==> config.mk <==
export PLATFORM = sky130hd
export DESIGN_NAME = multiplier8
export DESIGN_NICKNAME = d
export VERILOG_FILES = /design/src/rtl/mult_pkg.sv /design/src/rtl/radix4_pp_sel.sv /design/src/rtl/multiplier8.sv
export SDC_FILE = /design/constraint.sdc
export NUM_CORES = 1
export LEC_CHECK = 0
export BUFFER_PORTS_ARGS = -buffer_cell sky130_fd_sc_hd__buf_2
export CORE_ASPECT_RATIO = 0.8
export CORE_UTILIZATION = 60
export CTS_CLUSTER_DIAMETER = 50
export DETAILED_ROUTE_END_ITERATION = 10
export HOLD_SLACK_MARGIN = 0.1
export PLACE_DENSITY = 0.81
export SLEW_MARGIN = 5
export SYNTH_ARGS = -nofsm -noshare
export SYNTH_HDL_FRONTEND = slang
export SYNTH_SLANG_ARGS = --single-unit
==> constraint.sdc <==
create_clock -name clk -period 10.6 [get_ports clk]
set_input_delay 1.06 -clock clk [delete_from_list [all_inputs] [get_ports clk]]
set_output_delay 1.06 -clock clk [all_outputs]
set_load 0.02 [all_outputs]
==> src/rtl/mult_pkg.sv <==
// mult_pkg: shared widths, FSM state type and radix-4 partial-product selection for multiplier8
package mult_pkg;
  localparam int OP_W = 8;
  localparam int PROD_W = 16;
  localparam int ITERS = 4;
  typedef enum logic {IDLE, BUSY} state_t;
  function automatic logic [OP_W+1:0] pp_select(input logic [1:0] pair, input logic [OP_W-1:0] a, input logic [OP_W+1:0] a3);
    return pair == 2'd0 ? '0 : pair == 2'd1 ? {2'b00, a} : pair == 2'd2 ? {1'b0, a, 1'b0} : a3;
  endfunction
endpackage

==> src/rtl/radix4_pp_sel.sv <==
// radix4_pp_sel: picks 0/a/2a/3a for one multiplier bit pair (pair, a, a3 in; 10-bit pp out)
module radix4_pp_sel
  import mult_pkg::*;
(
  input  logic [1:0]      pair,
  input  logic [OP_W-1:0] a,
  input  logic [OP_W+1:0] a3,
  output logic [OP_W+1:0] pp
);
  assign pp = pp_select(pair, a, a3);
endmodule

==> src/rtl/multiplier8.sv <==
// multiplier8: sequential radix-4 8x8->16 unsigned multiplier (clk, reset, start, a, b in; p, ready out)
module multiplier8
  import mult_pkg::*;
(
  input  logic              clk,
  input  logic              reset,
  input  logic              start,
  input  logic [OP_W-1:0]   a,
  input  logic [OP_W-1:0]   b,
  output logic [PROD_W-1:0] p,
  output logic              ready
);
  state_t state, state_n;
  logic [OP_W-1:0] a_r, a_n, b_r, b_n;
  logic [OP_W+1:0] a3_r, a3_n, pp;
  logic [PROD_W-1:0] acc, acc_n, p_n, sum;
  logic [1:0] iter, iter_n;
  logic ready_n;
  radix4_pp_sel u_sel (.pair(b_r[{iter, 1'b0} +: 2]), .a(a_r), .a3(a3_r), .pp(pp));
  assign sum = acc + ({{(PROD_W-OP_W-2){1'b0}}, pp} << {iter, 1'b0});
  always_comb begin
    state_n = state;
    a_n = a_r;
    b_n = b_r;
    a3_n = a3_r;
    acc_n = acc;
    iter_n = iter;
    p_n = p;
    ready_n = ready;
    if (state == IDLE) begin
      if (start) begin
        a_n = a;
        b_n = b;
        a3_n = {2'b00, a} + {1'b0, a, 1'b0};
        acc_n = '0;
        iter_n = '0;
        ready_n = 1'b0;
        state_n = BUSY;
      end
    end else begin
      acc_n = sum;
      iter_n = iter + 2'd1;
      if (iter == 2'(ITERS-1)) begin
        p_n = sum;
        ready_n = 1'b1;
        state_n = IDLE;
      end
    end
  end
  always_ff @(posedge clk) begin
    if (reset) begin
      state <= IDLE;
      a_r <= '0;
      b_r <= '0;
      a3_r <= '0;
      acc <= '0;
      iter <= '0;
      p <= '0;
      ready <= 1'b0;
    end else begin
      state <= state_n;
      a_r <= a_n;
      b_r <= b_n;
      a3_r <= a3_n;
      acc <= acc_n;
      iter <= iter_n;
      p <= p_n;
      ready <= ready_n;
    end
  end
endmodule

==> results of run 1 <==
layout make-up:
cell class | count | area share, %
timing repair buffer | 38 | 4.83
clock buffer | 11 | 3.70
inverter | 16 | 1.47
multi-input combinational | 366 | 56.5
sequential | 61 | 29.9
clock inverter | 4 | 1.16
tap | 81 | 2.48
state kept, by name, indices dropped and copies added (netlist names):
signal and flops:
b_r 8, iter 2, a3_r 9, a_r 8, acc 16, p 16
ready 1, state 1
layout by cell type, fill, tap and decap left out, types with 3 or more instances in the layout:
cell,instances
sky130_fd_sc_hd__dfxtp_1,61
sky130_fd_sc_hd__clkinv_1,3
sky130_fd_sc_hd__nor3b_1,3
sky130_fd_sc_hd__xnor2_1,8
sky130_fd_sc_hd__nor2b_1,6
sky130_fd_sc_hd__buf_4,3
sky130_fd_sc_hd__a21oi_1,46
sky130_fd_sc_hd__a211oi_1,6
sky130_fd_sc_hd__inv_1,13
sky130_fd_sc_hd__ha_1,27
sky130_fd_sc_hd__nand3_1,10
sky130_fd_sc_hd__o21ai_1,6
sky130_fd_sc_hd__mux2i_1,12
sky130_fd_sc_hd__o21bai_1,3
sky130_fd_sc_hd__buf_2,35
sky130_fd_sc_hd__clkbuf_8,11
sky130_fd_sc_hd__xor2_1,11
sky130_fd_sc_hd__nor2_1,40
sky130_fd_sc_hd__nand2_1,83
sky130_fd_sc_hd__a21o_1,5
sky130_fd_sc_hd__a31oi_1,6
sky130_fd_sc_hd__and3_1,9
sky130_fd_sc_hd__mux2_2,8
sky130_fd_sc_hd__nor3_1,7
sky130_fd_sc_hd__o21ai_0,26
sky130_fd_sc_hd__nand2b_1,7
sky130_fd_sc_hd__a22o_1,9
path summary, 6_finish.rpt:
kind                                      startpoint                   end  slack (ns)
worst max-delay path            iter[0]$_SDFFE_PP0P_  acc[12]$_SDFFE_PP0P_        5.77
worst min-delay path               p[9]$_SDFFE_PP0P_     p[9]$_SDFFE_PP0P_        0.46
worst max register to register  iter[0]$_SDFFE_PP0P_  acc[12]$_SDFFE_PP0P_        5.77
worst min register to register     p[9]$_SDFFE_PP0P_     p[9]$_SDFFE_PP0P_        0.46
synthesized netlist by cell type (3+ instances only):
cell type                  instances
sky130_fd_sc_hd__o21bai_1          3
sky130_fd_sc_hd__nand3_1          10
sky130_fd_sc_hd__a211oi_1          6
sky130_fd_sc_hd__nor2_1           40
sky130_fd_sc_hd__a21o_1            5
sky130_fd_sc_hd__mux2_2            8
sky130_fd_sc_hd__nor3b_1           3
sky130_fd_sc_hd__o21ai_1           6
sky130_fd_sc_hd__inv_1            13
sky130_fd_sc_hd__a22o_1            9
sky130_fd_sc_hd__and3_1            9
sky130_fd_sc_hd__nand2_1          83
sky130_fd_sc_hd__mux2i_1          12
sky130_fd_sc_hd__nor3_1            7
sky130_fd_sc_hd__o21ai_0          26
sky130_fd_sc_hd__buf_2             3
sky130_fd_sc_hd__xor2_1           11
sky130_fd_sc_hd__a21oi_1          46
sky130_fd_sc_hd__buf_1             3
sky130_fd_sc_hd__dfxtp_1          61
sky130_fd_sc_hd__clkbuf_1         15
sky130_fd_sc_hd__nor2b_1           6
sky130_fd_sc_hd__ha_1             27
sky130_fd_sc_hd__clkinv_1          3
sky130_fd_sc_hd__xnor2_1           8
sky130_fd_sc_hd__a31oi_1           6
sky130_fd_sc_hd__nand2b_1          7
routing by layer:
layer / share of wire, % / wire length [um] / vias up
li1: - / - / 1684
met4: 2.3 / 201 / 0
met5: 0 / 0 / -
met1: 48 / 4140 / 1570
met3: 5.4 / 468 / 23
met2: 44 / 3800 / 105
worst max-delay path, stage by stage, from the launching register on:
cell                      delay, ns
sky130_fd_sc_hd__dfxtp_1       0.95
sky130_fd_sc_hd__mux4_2        0.78
sky130_fd_sc_hd__nor2b_1       0.29
sky130_fd_sc_hd__nand2_1       0.10
sky130_fd_sc_hd__o21ai_1       0.12
sky130_fd_sc_hd__mux2_2        0.31
sky130_fd_sc_hd__mux2i_1       0.12
sky130_fd_sc_hd__o21ai_1       0.10
sky130_fd_sc_hd__ha_1          0.34
sky130_fd_sc_hd__nor2b_1       0.15
sky130_fd_sc_hd__o21ai_0       0.30
sky130_fd_sc_hd__a31oi_1       0.19
sky130_fd_sc_hd__o31ai_1       0.39
sky130_fd_sc_hd__mux2_2        0.39
sky130_fd_sc_hd__a31o_2        0.21
logic make-up (layout without fill, tap and decap cells):
kind of cell / Yosys count / count (layout) / synth area share [%]
AOI/OAI and AO/OA: 122 / 122 / 20.1
xor gates and xnor gates: 19 / 19 / 4.50
adders and majority gates: 29 / 29 / 10.2
buffers and inverters: 39 / 69 / 4.47
DFF: 61 / 61 / 33.0
muxes: 22 / 22 / 6.91
and+or+nand+nor: 174 / 174 / 20.8
power by group:
| part | total (mW) | switching [mW] | internal (mW) |
|---|---|---|---|
| Sequential | 0.246 | 0.00873 | 0.237 |
| Combinational | 0.0671 | 0.0405 | 0.0266 |
| Clock | 0.210 | 0.0906 | 0.119 |
| Total | 0.523 | 0.140 | 0.383 |
==> report_table.html, run 1 <==
<table>
<tr><th>Metric</th><th>Value</th></tr>
<tr><th colspan="2">Run status</th></tr>
<tr><td>Outcome</td><td>complete, no violations</td></tr>
<tr><th colspan="2">Timing</th></tr>
<tr><td>Unrepaired setup endpoints after global routing</td><td>no</td></tr>
<tr><td>Final Critical Period</td><td>4.83 ns</td></tr>
<tr><td>Total setup violations reported at the end of the flow</td><td>0</td></tr>
<tr><td>Slew at the pin closest to its max-slew limit</td><td>0.963 ns</td></tr>
<tr><td>Setup TNS</td><td>0 ns</td></tr>
<tr><td>Max-slew headroom at the worst pin</td><td>35.7%</td></tr>
<tr><td>Post-route clock skew</td><td>0.00637 ns</td></tr>
<tr><td>Upper clock frequency limit</td><td>0.207 GHz</td></tr>
<tr><td>Hold Worst Slack</td><td>0.456 ns</td></tr>
<tr><td>Final Hold Vio Count</td><td>0</td></tr>
<tr><td>PnR worst setup slack</td><td>5.77 ns</td></tr>
<tr><td>Share of the clock period used by the worst path</td><td>45.6%</td></tr>
<tr><td>Final Slew Violations</td><td>0</td></tr>
<tr><th colspan="2">Place</th></tr>
<tr><td>Detailed placer's ending HPWL</td><td>6.28 mm</td></tr>
<tr><td>Global placement routability congestion</td><td>0.904</td></tr>
<tr><td>Placed instance count</td><td>562</td></tr>
<tr><td>Port Buffers</td><td>35</td></tr>
<tr><td>Post-place setup slack</td><td>5.86 ns</td></tr>
<tr><td>Placed instance area</td><td>0.00389 mm2</td></tr>
<tr><th colspan="2">Clocking</th></tr>
<tr><td>CTS clk-pin slew, worst paths</td><td>0.07 ns</td></tr>
<tr><td>CTS tree</td><td>done</td></tr>
<tr><td>Worst-case clock buffer depth</td><td>2</td></tr>
<tr><td>Number of clock sinks</td><td>61</td></tr>
<tr><td>Post-CTS Setup Inserts</td><td>0</td></tr>
<tr><td>Insertion delay of the later-clocked pin in the worst-skew pair</td><td>0.35 ns</td></tr>
<tr><td>Number of cells upsized or downsized after cts</td><td>0</td></tr>
<tr><td>Number of hold buffers added after cts</td><td>0</td></tr>
<tr><td>Number of buffers inserted during clock tree synthesis</td><td>9</td></tr>
<tr><td>Root buffer cell</td><td>sky130_fd_sc_hd__clkbuf_8</td></tr>
<tr><td>Number of H-tree levels</td><td>3</td></tr>
<tr><th colspan="2">Drt</th></tr>
<tr><td>Vias per std cell</td><td>5.86</td></tr>
<tr><td>DRC Markers</td><td>0</td></tr>
<tr><td>Number of detailed-route iterations in the first pass</td><td>5</td></tr>
<tr><td>Number of nets still failing antenna checks after routing</td><td>0</td></tr>
<tr><td>Average wire per cell in the routed design</td><td>14.9 um</td></tr>
<tr><td>DRC marker count from the first detailed-route iteration</td><td>213</td></tr>
<tr><td>Total detailed-routing wirelength</td><td>8.61 mm</td></tr>
<tr><td>Via count</td><td>3382</td></tr>
<tr><th colspan="2">Worst setup path</th></tr>
<tr><td>Path type of the worst setup path</td><td>reg -&gt; reg</td></tr>
<tr><td>Type of element capturing the critical path</td><td>flop</td></tr>
<tr><td>Required arrival time at the worst endpoint</td><td>10.84 ns</td></tr>
<tr><td>Arrival time of data at the critical path endpoint</td><td>5.07 ns</td></tr>
<tr><td>Path depth of the worst reg2reg path</td><td>14</td></tr>
<tr><td>Critical path startpoint category</td><td>flop</td></tr>
<tr><td>Crit Path Max Fanout</td><td>28</td></tr>
<tr><th colspan="2">Die</th></tr>
<tr><td>Placeable core region</td><td>0.00591 mm2</td></tr>
<tr><td>Effective utilization at floorplan</td><td>62.5%</td></tr>
<tr><td>Die Footprint</td><td>0.00648 mm2</td></tr>
<tr><td>Row count</td><td>25</td></tr>
<tr><td>Top-level I/O count</td><td>36</td></tr>
<tr><td>Die height</td><td>72.2 um</td></tr>
<tr><td>Die Span X</td><td>89.8 um</td></tr>
<tr><th colspan="2">Final layout</th></tr>
<tr><td>Storage cell area</td><td>0.00122 mm2</td></tr>
<tr><td>Area of the multi-input gates</td><td>0.00231 mm2</td></tr>
<tr><td>Post-route design area</td><td>0.00409 mm2</td></tr>
<tr><td>Fraction of final layout cells sized beyond drive strength 1</td><td>13.3%</td></tr>
<tr><td>Number of nets in the layout</td><td>540</td></tr>
<tr><td>Number of inserted filler cells in the final layout</td><td>453</td></tr>
<tr><td>Number of antenna repair diodes</td><td>0</td></tr>
<tr><td>Final Instance Count excl. Fillers</td><td>577</td></tr>
<tr><td>Fraction of the core area covered by cells at the end of the flow</td><td>69.2%</td></tr>
<tr><td>Signed area change from the synthesized netlist to the final layout</td><td>10.6%</td></tr>
<tr><th colspan="2">Power and ir drop</th></tr>
<tr><td>Final Total Pwr</td><td>0.523 mW</td></tr>
<tr><td>Leakage dissipation</td><td>1.78 nW</td></tr>
<tr><td>Peak supply drop</td><td>0.0000782 V</td></tr>
<tr><td>Power per standard cell area</td><td>128 mW/mm2</td></tr>
<tr><th colspan="2">Yosys</th></tr>
<tr><td>Post-synth ARST share</td><td>0%</td></tr>
<tr><td>Average size of a mapped cell</td><td>7.93 um2</td></tr>
<tr><td>Distinct cell type count of the synthesized netlist</td><td>49</td></tr>
<tr><td>Post-Synthesis Cell Area</td><td>0.00370 mm2</td></tr>
<tr><td>Portion of synthesized cell area occupied by the leading cell type</td><td>33.0%</td></tr>
<tr><td>Prevailing post-synth register cell</td><td>sky130_fd_sc_hd__dfxtp_1</td></tr>
<tr><td>Leading area contributor after synthesis</td><td>sky130_fd_sc_hd__dfxtp_1</td></tr>
<tr><td>Synthesis Warnings</td><td>0</td></tr>
<tr><td>Post-Syn Nets</td><td>514</td></tr>
<tr><td>Number of synthesized register bits</td><td>61</td></tr>
<tr><td>Post-synth EDFFs</td><td>0</td></tr>
<tr><td>Top cells by area, synth</td><td>sky130_fd_sc_hd__dfxtp_1 (33%), sky130_fd_sc_hd__ha_1 (9.1%), sky130_fd_sc_hd__nand2_1 (8.4%), sky130_fd_sc_hd__a21oi_1 (6.2%), sky130_fd_sc_hd__nor2_1 (4.1%)</td></tr>
<tr><td>Gate Count Post-Synth</td><td>466</td></tr>
<tr><td>Post-synthesis sequential area ratio</td><td>33.0%</td></tr>
<tr><th colspan="2">Run</th></tr>
<tr><td>Number of max-capacitance violations reported</td><td>0</td></tr>
<tr><th colspan="2">GRT</th></tr>
<tr><td>Vias in the first global route</td><td>3062</td></tr>
<tr><td>Global-route wire length before repair</td><td>14.5 mm</td></tr>
<tr><td>Routing usage on met2</td><td>43.6%</td></tr>
<tr><td>Global Route met3 Usage</td><td>6.39%</td></tr>
<tr><td>Total grt overflow</td><td>0</td></tr>
<tr><td>Met1 Track Usage GR</td><td>37.8%</td></tr>
<tr><td>Total track usage</td><td>28.1%</td></tr>
<tr><td>Most Crowded Layer GR</td><td>met2</td></tr>
<tr><td>Largest net degree at the start of global routing</td><td>53</td></tr>
<tr><td>Number of antenna violations at the first check in global routing</td><td>0</td></tr>
<tr><th colspan="2">Worst hold path</th></tr>
<tr><td>Worst hold path class</td><td>reg -&gt; reg</td></tr>
<tr><td>Cell count of the worst hold path</td><td>2</td></tr>
</table>
Note: power is estimated with default switching activity, not from simulation.
==> inputs of run 2 (changes only) <==
--- a/config.mk
+++ b/config.mk
@@ -7,11 +7,11 @@
 export LEC_CHECK = 0
 export BUFFER_PORTS_ARGS = -buffer_cell sky130_fd_sc_hd__buf_2
 export CORE_ASPECT_RATIO = 0.8
-export CORE_UTILIZATION = 60
+export CORE_UTILIZATION = 54
 export CTS_CLUSTER_DIAMETER = 50
 export DETAILED_ROUTE_END_ITERATION = 10
 export HOLD_SLACK_MARGIN = 0.1
-export PLACE_DENSITY = 0.81
+export PLACE_DENSITY = 0.77
 export SLEW_MARGIN = 5
 export SYNTH_ARGS = -nofsm -noshare
 export SYNTH_HDL_FRONTEND = slang
==> constraint.sdc (replaced) <==
create_clock -name clk -period 4 [get_ports clk]
set_input_delay 0.4 -clock clk [delete_from_list [all_inputs] [get_ports clk]]
set_output_delay 0.4 -clock clk [all_outputs]
set_load 0.02 [all_outputs]
==> report_table.html, run 2 (synthesized netlist as in run 1, its figures left out) <==
<table>
<tr><th>Metric</th><th>Value</th></tr>
<tr><th colspan="2">Drt</th></tr>
<tr><td>Number of detailed-route iterations in the first pass</td><td>5 (unchanged)</td></tr>
<tr><td>Total detailed-routing wirelength</td><td>8.60 mm (was 8.61 mm)</td></tr>
<tr><td>DRC marker count from the first detailed-route iteration</td><td>204 (was 213)</td></tr>
<tr><td>Via count</td><td>3351 (was 3382)</td></tr>
<tr><td>Number of nets still failing antenna checks after routing</td><td>0 (unchanged)</td></tr>
<tr><td>Vias per std cell</td><td>5.69 (was 5.86)</td></tr>
<tr><td>Average wire per cell in the routed design</td><td>14.6 um (was 14.9 um)</td></tr>
<tr><td>DRC Markers</td><td>0 (unchanged)</td></tr>
<tr><th colspan="2">Clocking</th></tr>
<tr><td>Number of clock sinks</td><td>61 (unchanged)</td></tr>
<tr><td>CTS clk-pin slew, worst paths</td><td>0.07 ns (about the same)</td></tr>
<tr><td>Post-CTS Setup Inserts</td><td>0 (unchanged)</td></tr>
<tr><td>Number of H-tree levels</td><td>3 (unchanged)</td></tr>
<tr><td>Insertion delay of the later-clocked pin in the worst-skew pair</td><td>0.35 ns (about the same)</td></tr>
<tr><td>CTS tree</td><td>done (unchanged)</td></tr>
<tr><td>Number of buffers inserted during clock tree synthesis</td><td>9 (unchanged)</td></tr>
<tr><td>Root buffer cell</td><td>sky130_fd_sc_hd__clkbuf_8 (unchanged)</td></tr>
<tr><td>Worst-case clock buffer depth</td><td>2 (unchanged)</td></tr>
<tr><th colspan="2">Die</th></tr>
<tr><td>Die Span X</td><td>94.5 um (was 89.8 um)</td></tr>
<tr><td>Placeable core region</td><td>0.00651 mm2 (was 0.00591 mm2)</td></tr>
<tr><td>Effective utilization at floorplan</td><td>56.8% (was 62.5%)</td></tr>
<tr><td>Die Footprint</td><td>0.00718 mm2 (was 0.00648 mm2)</td></tr>
<tr><td>Top-level I/O count</td><td>36 (unchanged)</td></tr>
<tr><td>Row count</td><td>26 (was 25)</td></tr>
<tr><td>Die height</td><td>76.0 um (was 72.2 um)</td></tr>
<tr><th colspan="2">Worst hold path</th></tr>
<tr><td>Hold path startpoint</td><td>b[5] (was p[9]$_SDFFE_PP0P_)</td></tr>
<tr><td>Endpoint with the worst hold slack</td><td>b_r[5]$_SDFFE_PP0P_ (was p[9]$_SDFFE_PP0P_)</td></tr>
<tr><td>Cell count of the worst hold path</td><td>3 (was 2)</td></tr>
<tr><td>Worst hold path class</td><td>in -&gt; reg (was reg -&gt; reg)</td></tr>
<tr><th colspan="2">Final layout</th></tr>
<tr><td>Highest-count cells in the layout ignoring fill and taps</td><td>sky130_fd_sc_hd__nand2_1 (83), sky130_fd_sc_hd__dfxtp_1 (60), sky130_fd_sc_hd__a21oi_1 (45) (was sky130_fd_sc_hd__nand2_1 (83), sky130_fd_sc_hd__dfxtp_1 (61), sky130_fd_sc_hd__a21oi_1 (46))</td></tr>
<tr><td>Signed area change from the synthesized netlist to the final layout</td><td>14.0% (was 10.6%)</td></tr>
<tr><td>Number of nets in the layout</td><td>548 (was 540)</td></tr>
<tr><td>Largest regs</td><td>acc x16, p x16, a3_r x9 (unchanged)</td></tr>
<tr><td>Fraction of the core area covered by cells at the end of the flow</td><td>64.8% (was 69.2%)</td></tr>
<tr><td>Fraction of final layout cells sized beyond drive strength 1</td><td>16.0% (was 13.3%)</td></tr>
<tr><td>Number of antenna repair diodes</td><td>0 (unchanged)</td></tr>
<tr><td>Most common cell after layout, fill and taps aside</td><td>sky130_fd_sc_hd__nand2_1 (unchanged)</td></tr>
<tr><td>Number of inserted filler cells in the final layout</td><td>582 (was 453)</td></tr>
<tr><th colspan="2">Timing</th></tr>
<tr><td>Max-slew headroom at the worst pin</td><td>38.1% (was 35.7%)</td></tr>
<tr><td>Share of the clock period used by the worst path</td><td>94.3% (was 45.6%)</td></tr>
<tr><td>Final Hold Vio Count</td><td>0 (unchanged)</td></tr>
<tr><td>Total setup violations reported at the end of the flow</td><td>0 (unchanged)</td></tr>
<tr><td>Upper clock frequency limit</td><td>0.265 GHz (was 0.207 GHz)</td></tr>
<tr><td>PnR worst setup slack</td><td>0.229 ns (was 5.77 ns)</td></tr>
<tr><td>Final Critical Period</td><td>3.77 ns (was 4.83 ns)</td></tr>
<tr><td>Final Slew Violations</td><td>0 (unchanged)</td></tr>
<tr><td>Post-route clock skew</td><td>0.00579 ns (was 0.00637 ns)</td></tr>
<tr><td>Slew at the pin closest to its max-slew limit</td><td>0.929 ns (was 0.963 ns)</td></tr>
<tr><td>Unrepaired setup endpoints after global routing</td><td>no (unchanged)</td></tr>
<tr><th colspan="2">Worst setup path</th></tr>
<tr><td>Worst path cell trace</td><td>mux4_2, buf_4, mux2i_1, o21ai_0, o21ai_0, o21ai_1, ha_1, buf_4, and3_1, o211ai_1, a31oi_1, o31ai_2, mux2_2, a31o_2 (was mux4_2, nor2b_1, nand2_1, o21ai_1, mux2_2, mux2i_1, o21ai_1, ha_1, nor2b_1, o21ai_0, a31oi_1, o31ai_1, mux2_2, a31o_2)</td></tr>
<tr><td>Worst setup slack for register-to-register paths</td><td>0.23 ns (was 5.77 ns)</td></tr>
<tr><td>Path depth of the worst reg2reg path</td><td>14 (unchanged)</td></tr>
<tr><td>Critical path startpoint category</td><td>flop (unchanged)</td></tr>
<tr><td>Crit Path Max Fanout</td><td>8 (was 28)</td></tr>
<tr><td>Required arrival time at the worst endpoint</td><td>4.25 ns (was 10.84 ns)</td></tr>
<tr><td>Family with the most delay on the worst path</td><td>compound AO/OA/AOI/OAI gates (was multiplexers)</td></tr>
<tr><td>Worst path bufs/invs</td><td>2 (was 0)</td></tr>
<tr><td>Arrival time of data at the critical path endpoint</td><td>4.02 ns (was 5.07 ns)</td></tr>
<tr><td>Critical R2R Launch</td><td>iter[0]$_SDFFE_PP0P_ (unchanged)</td></tr>
<tr><td>Critical Path Max Stage Delay</td><td>0.57 ns (was 0.95 ns)</td></tr>
<tr><td>Path type of the worst setup path</td><td>reg -&gt; reg (unchanged)</td></tr>
<tr><td>Cell with the biggest individual delay on the critical path</td><td>sky130_fd_sc_hd__mux4_2 (was sky130_fd_sc_hd__dfxtp_1)</td></tr>
<tr><td>Type of element capturing the critical path</td><td>flop (unchanged)</td></tr>
<tr><td>Endpoint of the most critical register-to-register path</td><td>acc[12]$_SDFFE_PP0P_ (unchanged)</td></tr>
<tr><th colspan="2">Power and ir drop</th></tr>
<tr><td>Peak supply drop</td><td>0.000246 V (was 0.0000782 V)</td></tr>
<tr><td>Power per standard cell area</td><td>348 mW/mm2 (was 128 mW/mm2)</td></tr>
<tr><td>Leakage dissipation</td><td>1.83 nW (was 1.78 nW)</td></tr>
<tr><th colspan="2">GRT</th></tr>
<tr><td>Total grt overflow</td><td>0 (unchanged)</td></tr>
<tr><td>Largest net degree at the start of global routing</td><td>53 (unchanged)</td></tr>
<tr><td>Number of antenna violations at the first check in global routing</td><td>0 (unchanged)</td></tr>
<tr><td>Global-route wire length before repair</td><td>14.7 mm (was 14.5 mm)</td></tr>
<tr><td>Vias in the first global route</td><td>3106 (was 3062)</td></tr>
<tr><td>Total track usage</td><td>25.9% (was 28.1%)</td></tr>
<tr><th colspan="2">Place</th></tr>
<tr><td>Global placement routability congestion</td><td>0.923 (was 0.904)</td></tr>
<tr><td>Post-place setup slack</td><td>-0.0242 ns (was 5.86 ns)</td></tr>
<tr><td>Port Buffers</td><td>35 (unchanged)</td></tr>
<tr><td>Detailed placer's ending HPWL</td><td>6.28 mm (about the same)</td></tr>
<tr><th colspan="2">Run status</th></tr>
<tr><td>Outcome</td><td>complete, no violations (unchanged)</td></tr>
<tr><th colspan="2">Run</th></tr>
<tr><td>Number of max-capacitance violations reported</td><td>0 (unchanged)</td></tr>
</table>
[run 2: cell types whose count changed in the layout (fill, tap and decap cells not counted), sizes merged]
cell    previous run  this run
bufinv             1         2
buf               38        46
clkbuf            11        13
clkinv             5         3
[run 2: area by class of cell]
cell class | count | area, um2 | share of cell area [%]
Tap cell | 84 | 105 | 2.49
Clock inverter | 3 | 67.6 | 1.60
Sequential cell | 61 | 1220 | 29.0
Timing Repair Buffer | 46 | 258 | 6.12
Inverter | 16 | 60.1 | 1.43
Multi-Input combinational cell | 366 | 2340 | 55.6
Clock buffer | 13 | 159 | 3.77
[run 2: report_power, final]
group,total (mW),switching [mW],internal (mW)
Clock,0.626,0.241,0.385
Combinational,0.194,0.116,0.0783
Sequential,0.645,0.0167,0.629
Total,1.47,0.374,1.09
[run 2: what timing repair did]
| action | 4_1_cts | 5_1_grt |
|---|---|---|
| pin swaps | 0 | 0 |
| resized for setup | 2 | 12 |
| setup endpoints to repair | 3 | 7 |
| hold buffers | 0 | 0 |
[run 2: per-stage QoR]
step           hold slack [ns]  instances  area [um2]  power, mW  setup TNS, ns
2_1_floorplan            0.432        466        3700      0.794              0
3_3_place_gp             0.434        573        3950      0.842              0
3_5_place_dp             0.442        573        3950      0.847        -0.0242
4_1_cts                  0.265        589        4190       1.47              0
5_1_grt                  0.273        589        4210       1.52              0
6_report                 0.276        589        4210       1.47              0
[run 2: how the worst max path moves through the flow]
stage | from | endpoint | slack [ns] | cells after the start
after floorplan | iter[0]$_SDFFE_PP0P_ | acc[12]$_SDFFE_PP0P_ | 0.33 | 16
after global placement | iter[0]$_SDFFE_PP0P_ | acc[12]$_SDFFE_PP0P_ | 0.14 | 14
after detailed placement | iter[0]$_SDFFE_PP0P_ | acc[12]$_SDFFE_PP0P_ | -0.02 | 14
after CTS | iter[0]$_SDFFE_PP0P_ | acc[12]$_SDFFE_PP0P_ | 0.009 | 14
after global routing | iter[0]$_SDFFE_PP0P_ | p[13]$_SDFFE_PP0P_ | 0.04 | 15
final | iter[0]$_SDFFE_PP0P_ | acc[12]$_SDFFE_PP0P_ | 0.23 | 14
[run 2: routing by layer]
metal  vias up  global-route usage (%)  wire, um
met5         -                       0         0
met4         0                    8.03       154
met3        19                    7.19       417
met2        78                    38.5      3730
met1      1555                    36.3      4290
li1       1699                       -         -
[run 2: worst reg2reg max path: cells and delay by family, from the launching register on]
family / cells / cell delay, ns
AND/OR/NAND/NOR: 1 / 0.14
multiplexers: 3 / 1.08
flip-flops: 1 / 0.37
adder cells (fa/ha/maj): 1 / 0.26
AO/OA/AOI/OAI: 7 / 1.46
buffers and inverters: 2 / 0.37
==> inputs of run 3 (changes only) <==
--- a/config.mk
+++ b/config.mk
@@ -7,12 +7,13 @@
 export LEC_CHECK = 0
 export BUFFER_PORTS_ARGS = -buffer_cell sky130_fd_sc_hd__buf_2
 export CORE_ASPECT_RATIO = 0.8
-export CORE_UTILIZATION = 54
+export CORE_UTILIZATION = 53
 export CTS_CLUSTER_DIAMETER = 50
 export DETAILED_ROUTE_END_ITERATION = 10
 export HOLD_SLACK_MARGIN = 0.1
-export PLACE_DENSITY = 0.77
+export PLACE_DENSITY = 0.76
 export SLEW_MARGIN = 5
 export SYNTH_ARGS = -nofsm -noshare
 export SYNTH_HDL_FRONTEND = slang
+export SYNTH_HIERARCHICAL = 1
 export SYNTH_SLANG_ARGS = --single-unit
==> report_table.html, run 3 <==
<table>
<tr><th>Metric</th><th>Value</th></tr>
<tr><th colspan="2">Run status</th></tr>
<tr><td>Outcome</td><td>complete, no violations (unchanged)</td></tr>
<tr><th colspan="2">Worst hold path</th></tr>
<tr><td>Hold path startpoint</td><td>b[7] (was b[5])</td></tr>
<tr><td>Worst hold path class</td><td>in -&gt; reg (unchanged)</td></tr>
<tr><th colspan="2">Drt</th></tr>
<tr><td>Number of nets still failing antenna checks after routing</td><td>0 (unchanged)</td></tr>
<tr><td>Average wire per cell in the routed design</td><td>15.2 um (was 14.6 um)</td></tr>
<tr><td>DRC Markers</td><td>0 (unchanged)</td></tr>
<tr><td>Total detailed-routing wirelength</td><td>8.15 mm (was 8.60 mm)</td></tr>
<tr><td>Vias per std cell</td><td>5.69 (about the same)</td></tr>
<tr><td>DRC marker count from the first detailed-route iteration</td><td>238 (was 204)</td></tr>
<tr><td>Via count</td><td>3052 (was 3351)</td></tr>
<tr><td>Number of detailed-route iterations in the first pass</td><td>5 (unchanged)</td></tr>
<tr><th colspan="2">Clocking</th></tr>
<tr><td>CTS clk-pin slew, worst paths</td><td>0.07 ns (about the same)</td></tr>
<tr><td>Number of H-tree levels</td><td>3 (unchanged)</td></tr>
<tr><td>Number of hold buffers added after cts</td><td>0 (unchanged)</td></tr>
<tr><td>Number of cells upsized or downsized after cts</td><td>0 (was 2)</td></tr>
<tr><td>Root buffer cell</td><td>sky130_fd_sc_hd__clkbuf_8 (unchanged)</td></tr>
<tr><td>Worst-case clock buffer depth</td><td>2 (unchanged)</td></tr>
<tr><td>Number of clock sinks</td><td>61 (unchanged)</td></tr>
<tr><td>CTS tree</td><td>done (unchanged)</td></tr>
<tr><td>Post-CTS Setup Inserts</td><td>0 (unchanged)</td></tr>
<tr><td>Insertion delay of the later-clocked pin in the worst-skew pair</td><td>0.36 ns (was 0.35 ns)</td></tr>
<tr><td>Number of buffers inserted during clock tree synthesis</td><td>9 (unchanged)</td></tr>
<tr><th colspan="2">Timing</th></tr>
<tr><td>Share of the clock period used by the worst path</td><td>95.1% (was 94.3%)</td></tr>
<tr><td>Unrepaired setup endpoints after global routing</td><td>no (unchanged)</td></tr>
<tr><td>Upper clock frequency limit</td><td>0.263 GHz (was 0.265 GHz)</td></tr>
<tr><td>Slew at the pin closest to its max-slew limit</td><td>0.982 ns (was 0.929 ns)</td></tr>
<tr><td>Final Slew Violations</td><td>0 (unchanged)</td></tr>
<tr><td>Final Critical Period</td><td>3.80 ns (was 3.77 ns)</td></tr>
<tr><td>Setup TNS</td><td>0 ns (unchanged)</td></tr>
<tr><td>Final Hold Vio Count</td><td>0 (unchanged)</td></tr>
<tr><td>Post-route clock skew</td><td>0.00714 ns (was 0.00579 ns)</td></tr>
<tr><td>Max-slew headroom at the worst pin</td><td>34.5% (was 38.1%)</td></tr>
<tr><td>Total setup violations reported at the end of the flow</td><td>0 (unchanged)</td></tr>
<tr><th colspan="2">Die</th></tr>
<tr><td>Die height</td><td>75.4 um (was 76.0 um)</td></tr>
<tr><td>Row count</td><td>26 (unchanged)</td></tr>
<tr><td>Top-level I/O count</td><td>36 (unchanged)</td></tr>
<tr><td>Die Span X</td><td>93.7 um (was 94.5 um)</td></tr>
<tr><td>Effective utilization at floorplan</td><td>55.4% (was 56.8%)</td></tr>
<tr><td>Placeable core region</td><td>0.00644 mm2 (was 0.00651 mm2)</td></tr>
<tr><td>Die Footprint</td><td>0.00707 mm2 (was 0.00718 mm2)</td></tr>
<tr><th colspan="2">Yosys</th></tr>
<tr><td>Synthesis Warnings</td><td>6 (was 0)</td></tr>
<tr><td>Gate Count Post-Synth</td><td>418 (was 466)</td></tr>
<tr><td>Leading post-synthesis cells by instance count</td><td>sky130_fd_sc_hd__nand2_1 (63), sky130_fd_sc_hd__dfxtp_1 (61), sky130_fd_sc_hd__a21oi_1 (48) (was sky130_fd_sc_hd__nand2_1 (83), sky130_fd_sc_hd__dfxtp_1 (61), sky130_fd_sc_hd__a21oi_1 (46))</td></tr>
<tr><td>Number of synthesized register bits</td><td>61 (unchanged)</td></tr>
<tr><td>Top-count cell post-synth</td><td>sky130_fd_sc_hd__nand2_1 (unchanged)</td></tr>
<tr><td>Post-Synthesis Cell Area</td><td>0.00357 mm2 (was 0.00370 mm2)</td></tr>
<tr><td>Post-synth ARST share</td><td>0% (unchanged)</td></tr>
<tr><td>Prevailing post-synth register cell</td><td>sky130_fd_sc_hd__dfxtp_1 (unchanged)</td></tr>
<tr><td>Post-Syn Nets</td><td>464 (was 514)</td></tr>
<tr><td>Leading area contributor after synthesis</td><td>sky130_fd_sc_hd__dfxtp_1 (unchanged)</td></tr>
<tr><td>Post-synth EDFFs</td><td>0 (unchanged)</td></tr>
<tr><td>Average size of a mapped cell</td><td>8.54 um2 (was 7.93 um2)</td></tr>
<tr><td>Post-synthesis sequential area ratio</td><td>34.2% (was 33.0%)</td></tr>
<tr><td>Top cells by area, synth</td><td>sky130_fd_sc_hd__dfxtp_1 (34%), sky130_fd_sc_hd__ha_1 (8.8%), sky130_fd_sc_hd__a21oi_1 (6.7%), sky130_fd_sc_hd__nand2_1 (6.6%), sky130_fd_sc_hd__a22o_1 (6.1%) (was sky130_fd_sc_hd__dfxtp_1 (33%), sky130_fd_sc_hd__ha_1 (9.1%), sky130_fd_sc_hd__nand2_1 (8.4%), sky130_fd_sc_hd__a21oi_1 (6.2%), sky130_fd_sc_hd__nor2_1 (4.1%))</td></tr>
<tr><td>Portion of synthesized cell area occupied by the leading cell type</td><td>34.2% (was 33.0%)</td></tr>
<tr><td>Distinct cell type count of the synthesized netlist</td><td>49 (unchanged)</td></tr>
<tr><th colspan="2">Final layout</th></tr>
<tr><td>Number of antenna repair diodes</td><td>0 (unchanged)</td></tr>
<tr><td>Fraction of final layout cells sized beyond drive strength 1</td><td>16.6% (was 16.0%)</td></tr>
<tr><td>Highest-count cells in the layout ignoring fill and taps</td><td>sky130_fd_sc_hd__nand2_1 (63), sky130_fd_sc_hd__dfxtp_1 (61), sky130_fd_sc_hd__a21oi_1 (48) (was sky130_fd_sc_hd__nand2_1 (83), sky130_fd_sc_hd__dfxtp_1 (60), sky130_fd_sc_hd__a21oi_1 (45))</td></tr>
<tr><td>Number of nets in the layout</td><td>493 (was 548)</td></tr>
<tr><td>Largest regs</td><td>acc x16, p x16, a3_r x9 (unchanged)</td></tr>
<tr><td>Fraction of the core area covered by cells at the end of the flow</td><td>62.9% (was 64.8%)</td></tr>
<tr><td>Most common cell after layout, fill and taps aside</td><td>sky130_fd_sc_hd__nand2_1 (unchanged)</td></tr>
<tr><td>Signed area change from the synthesized netlist to the final layout</td><td>13.5% (was 14.0%)</td></tr>
<tr><th colspan="2">Power and ir drop</th></tr>
<tr><td>Peak supply drop</td><td>0.000247 V (was 0.000246 V)</td></tr>
<tr><td>Power per standard cell area</td><td>379 mW/mm2 (was 348 mW/mm2)</td></tr>
<tr><td>Share of power burned in combinational logic</td><td>10.8% (was 13.2%)</td></tr>
<tr><td>Sequential share of power</td><td>42.0% (was 44.0%)</td></tr>
<tr><td>Leakage dissipation</td><td>1.75 nW (was 1.83 nW)</td></tr>
<tr><td>Clk pwr share</td><td>47.2% (was 42.7%)</td></tr>
<tr><td>Power dissipated by switching net loads</td><td>0.366 mW (was 0.374 mW)</td></tr>
<tr><td>Switching share of total power</td><td>23.8% (was 25.5%)</td></tr>
<tr><td>Internal power</td><td>1.17 mW (was 1.09 mW)</td></tr>
<tr><td>Final Total Pwr</td><td>1.54 mW (was 1.47 mW)</td></tr>
<tr><th colspan="2">Worst setup path</th></tr>
<tr><td>Path type of the worst setup path</td><td>reg -&gt; reg (unchanged)</td></tr>
<tr><td>Critical R2R Launch</td><td>iter[0]$_SDFFE_PP0P_ (unchanged)</td></tr>
<tr><td>Arrival time of data at the critical path endpoint</td><td>4.05 ns (was 4.02 ns)</td></tr>
<tr><td>Crit path from</td><td>iter[0]$_SDFFE_PP0P_ (unchanged)</td></tr>
<tr><td>Critical path startpoint category</td><td>flop (unchanged)</td></tr>
<tr><td>Required arrival time at the worst endpoint</td><td>4.25 ns (about the same)</td></tr>
<tr><td>Type of element capturing the critical path</td><td>flop (unchanged)</td></tr>
<tr><td>Crit Path Max Fanout</td><td>11 (was 8)</td></tr>
<tr><th colspan="2">Place</th></tr>
<tr><td>Port Buffers</td><td>35 (unchanged)</td></tr>
<tr><td>Global placement routability congestion</td><td>0.887 (was 0.923)</td></tr>
<tr><td>Detailed placer's ending HPWL</td><td>6.01 mm (was 6.28 mm)</td></tr>
<tr><th colspan="2">GRT</th></tr>
<tr><td>Number of antenna violations at the first check in global routing</td><td>0 (unchanged)</td></tr>
<tr><td>Vias in the first global route</td><td>2794 (was 3106)</td></tr>
<tr><td>Global-route wire length before repair</td><td>13.1 mm (was 14.7 mm)</td></tr>
<tr><td>Total track usage</td><td>24.4% (was 25.9%)</td></tr>
<tr><td>Largest net degree at the start of global routing</td><td>41 (was 53)</td></tr>
<tr><td>Total grt overflow</td><td>0 (unchanged)</td></tr>
<tr><th colspan="2">Run</th></tr>
<tr><td>Number of max-capacitance violations reported</td><td>0 (unchanged)</td></tr>
</table>
==> run 3: cell types whose count changed after synthesis, sizes merged, moves of 6 or more <==
cell,before,now
nor2,40,26
nor3b,3,12
a22o,9,25
nor2b,6,12
o21ai,32,23
nand3,10,4
and3,9,3
nand2,83,64
==> run 3: power by group through the flow <==
stage	clock, mW	sequential (mW)	combinational, mW
global placement	0	0.658	0.160
global route	0.760	0.647	0.184
finish	0.725	0.645	0.166
CTS	0.737	0.645	0.165
floorplan	0	0.649	0.130
detailed placement	0	0.658	0.164
==> run 3: cell families after synthesis <==
| group | after synthesis | share of synthesized area, % |
|---|---|---|
| and+or+nand+nor | 133 | 17.6 |
| AOI/OAI and AO/OA | 120 | 21.5 |
| DFF | 61 | 34.2 |
| buffers and inverters | 34 | 4.03 |
| adders and majority gates | 27 | 9.89 |
| muxes | 26 | 8.41 |
| xor gates and xnor gates | 17 | 4.38 |
==> run 3: final timing paths <==
kind	to	slack, ns	depth (start not counted)
worst max register to register	acc[15]$_SDFFE_PP0P_	0.20	12
worst max-delay path	acc[15]$_SDFFE_PP0P_	0.20	12
worst min-delay path	b_r[7]$_SDFFE_PP0P_	0.28	3
worst min register to register	a3_r[1]$_SDFFE_PP0P_	0.46	2
==> run 3: worst max-delay path: stages (launching register included) <==
cell and delay [ns]:
sky130_fd_sc_hd__dfxtp_1 0.39, sky130_fd_sc_hd__mux4_2 0.67, sky130_fd_sc_hd__nor2b_2 0.26, sky130_fd_sc_hd__a22o_1 0.28, sky130_fd_sc_hd__mux2_2 0.29, sky130_fd_sc_hd__a22o_1 0.25
sky130_fd_sc_hd__ha_1 0.38, sky130_fd_sc_hd__nand2_1 0.14, sky130_fd_sc_hd__nor3_1 0.37, sky130_fd_sc_hd__o2111ai_1 0.23, sky130_fd_sc_hd__nand3_1 0.15, sky130_fd_sc_hd__xnor2_1 0.09
sky130_fd_sc_hd__a22o_1 0.20
==> run 3: metrics by stage <==
| stage | hold slack [ns] | area, um2 | cells | setup slack [ns] |
|---|---|---|---|---|
| after floorplan | 0.428 | 3570 | 418 | 0.445 |
| after global placement | 0.434 | 3790 | 520 | 0.240 |
| after detailed placement | 0.447 | 3790 | 520 | 0.235 |
| after CTS | 0.266 | 4050 | 536 | 0.230 |
| after global routing | 0.280 | 4050 | 536 | 0.0103 |
| final | 0.276 | 4050 | 536 | 0.196 |
==> run 3: per-layer routing <==
metal  global-route usage, %  vias to the layer above  routed length, um
met5                       0                        -                  0
met4                    11.6                        0                114
met3                    5.79                       11                433
met2                    36.9                       64               3590
met1                    33.1                     1432               4010
li1                        -                     1545                  -
==> run 3: layout make-up <==
type	instances	area, um2
clock buffers	9	124
clock inverters	7	138
fillers	574	2390
inverters	12	45.0
multi-input cells	323	2210
flip-flops and latches	61	1220
well taps	84	105
repair buffers	40	213
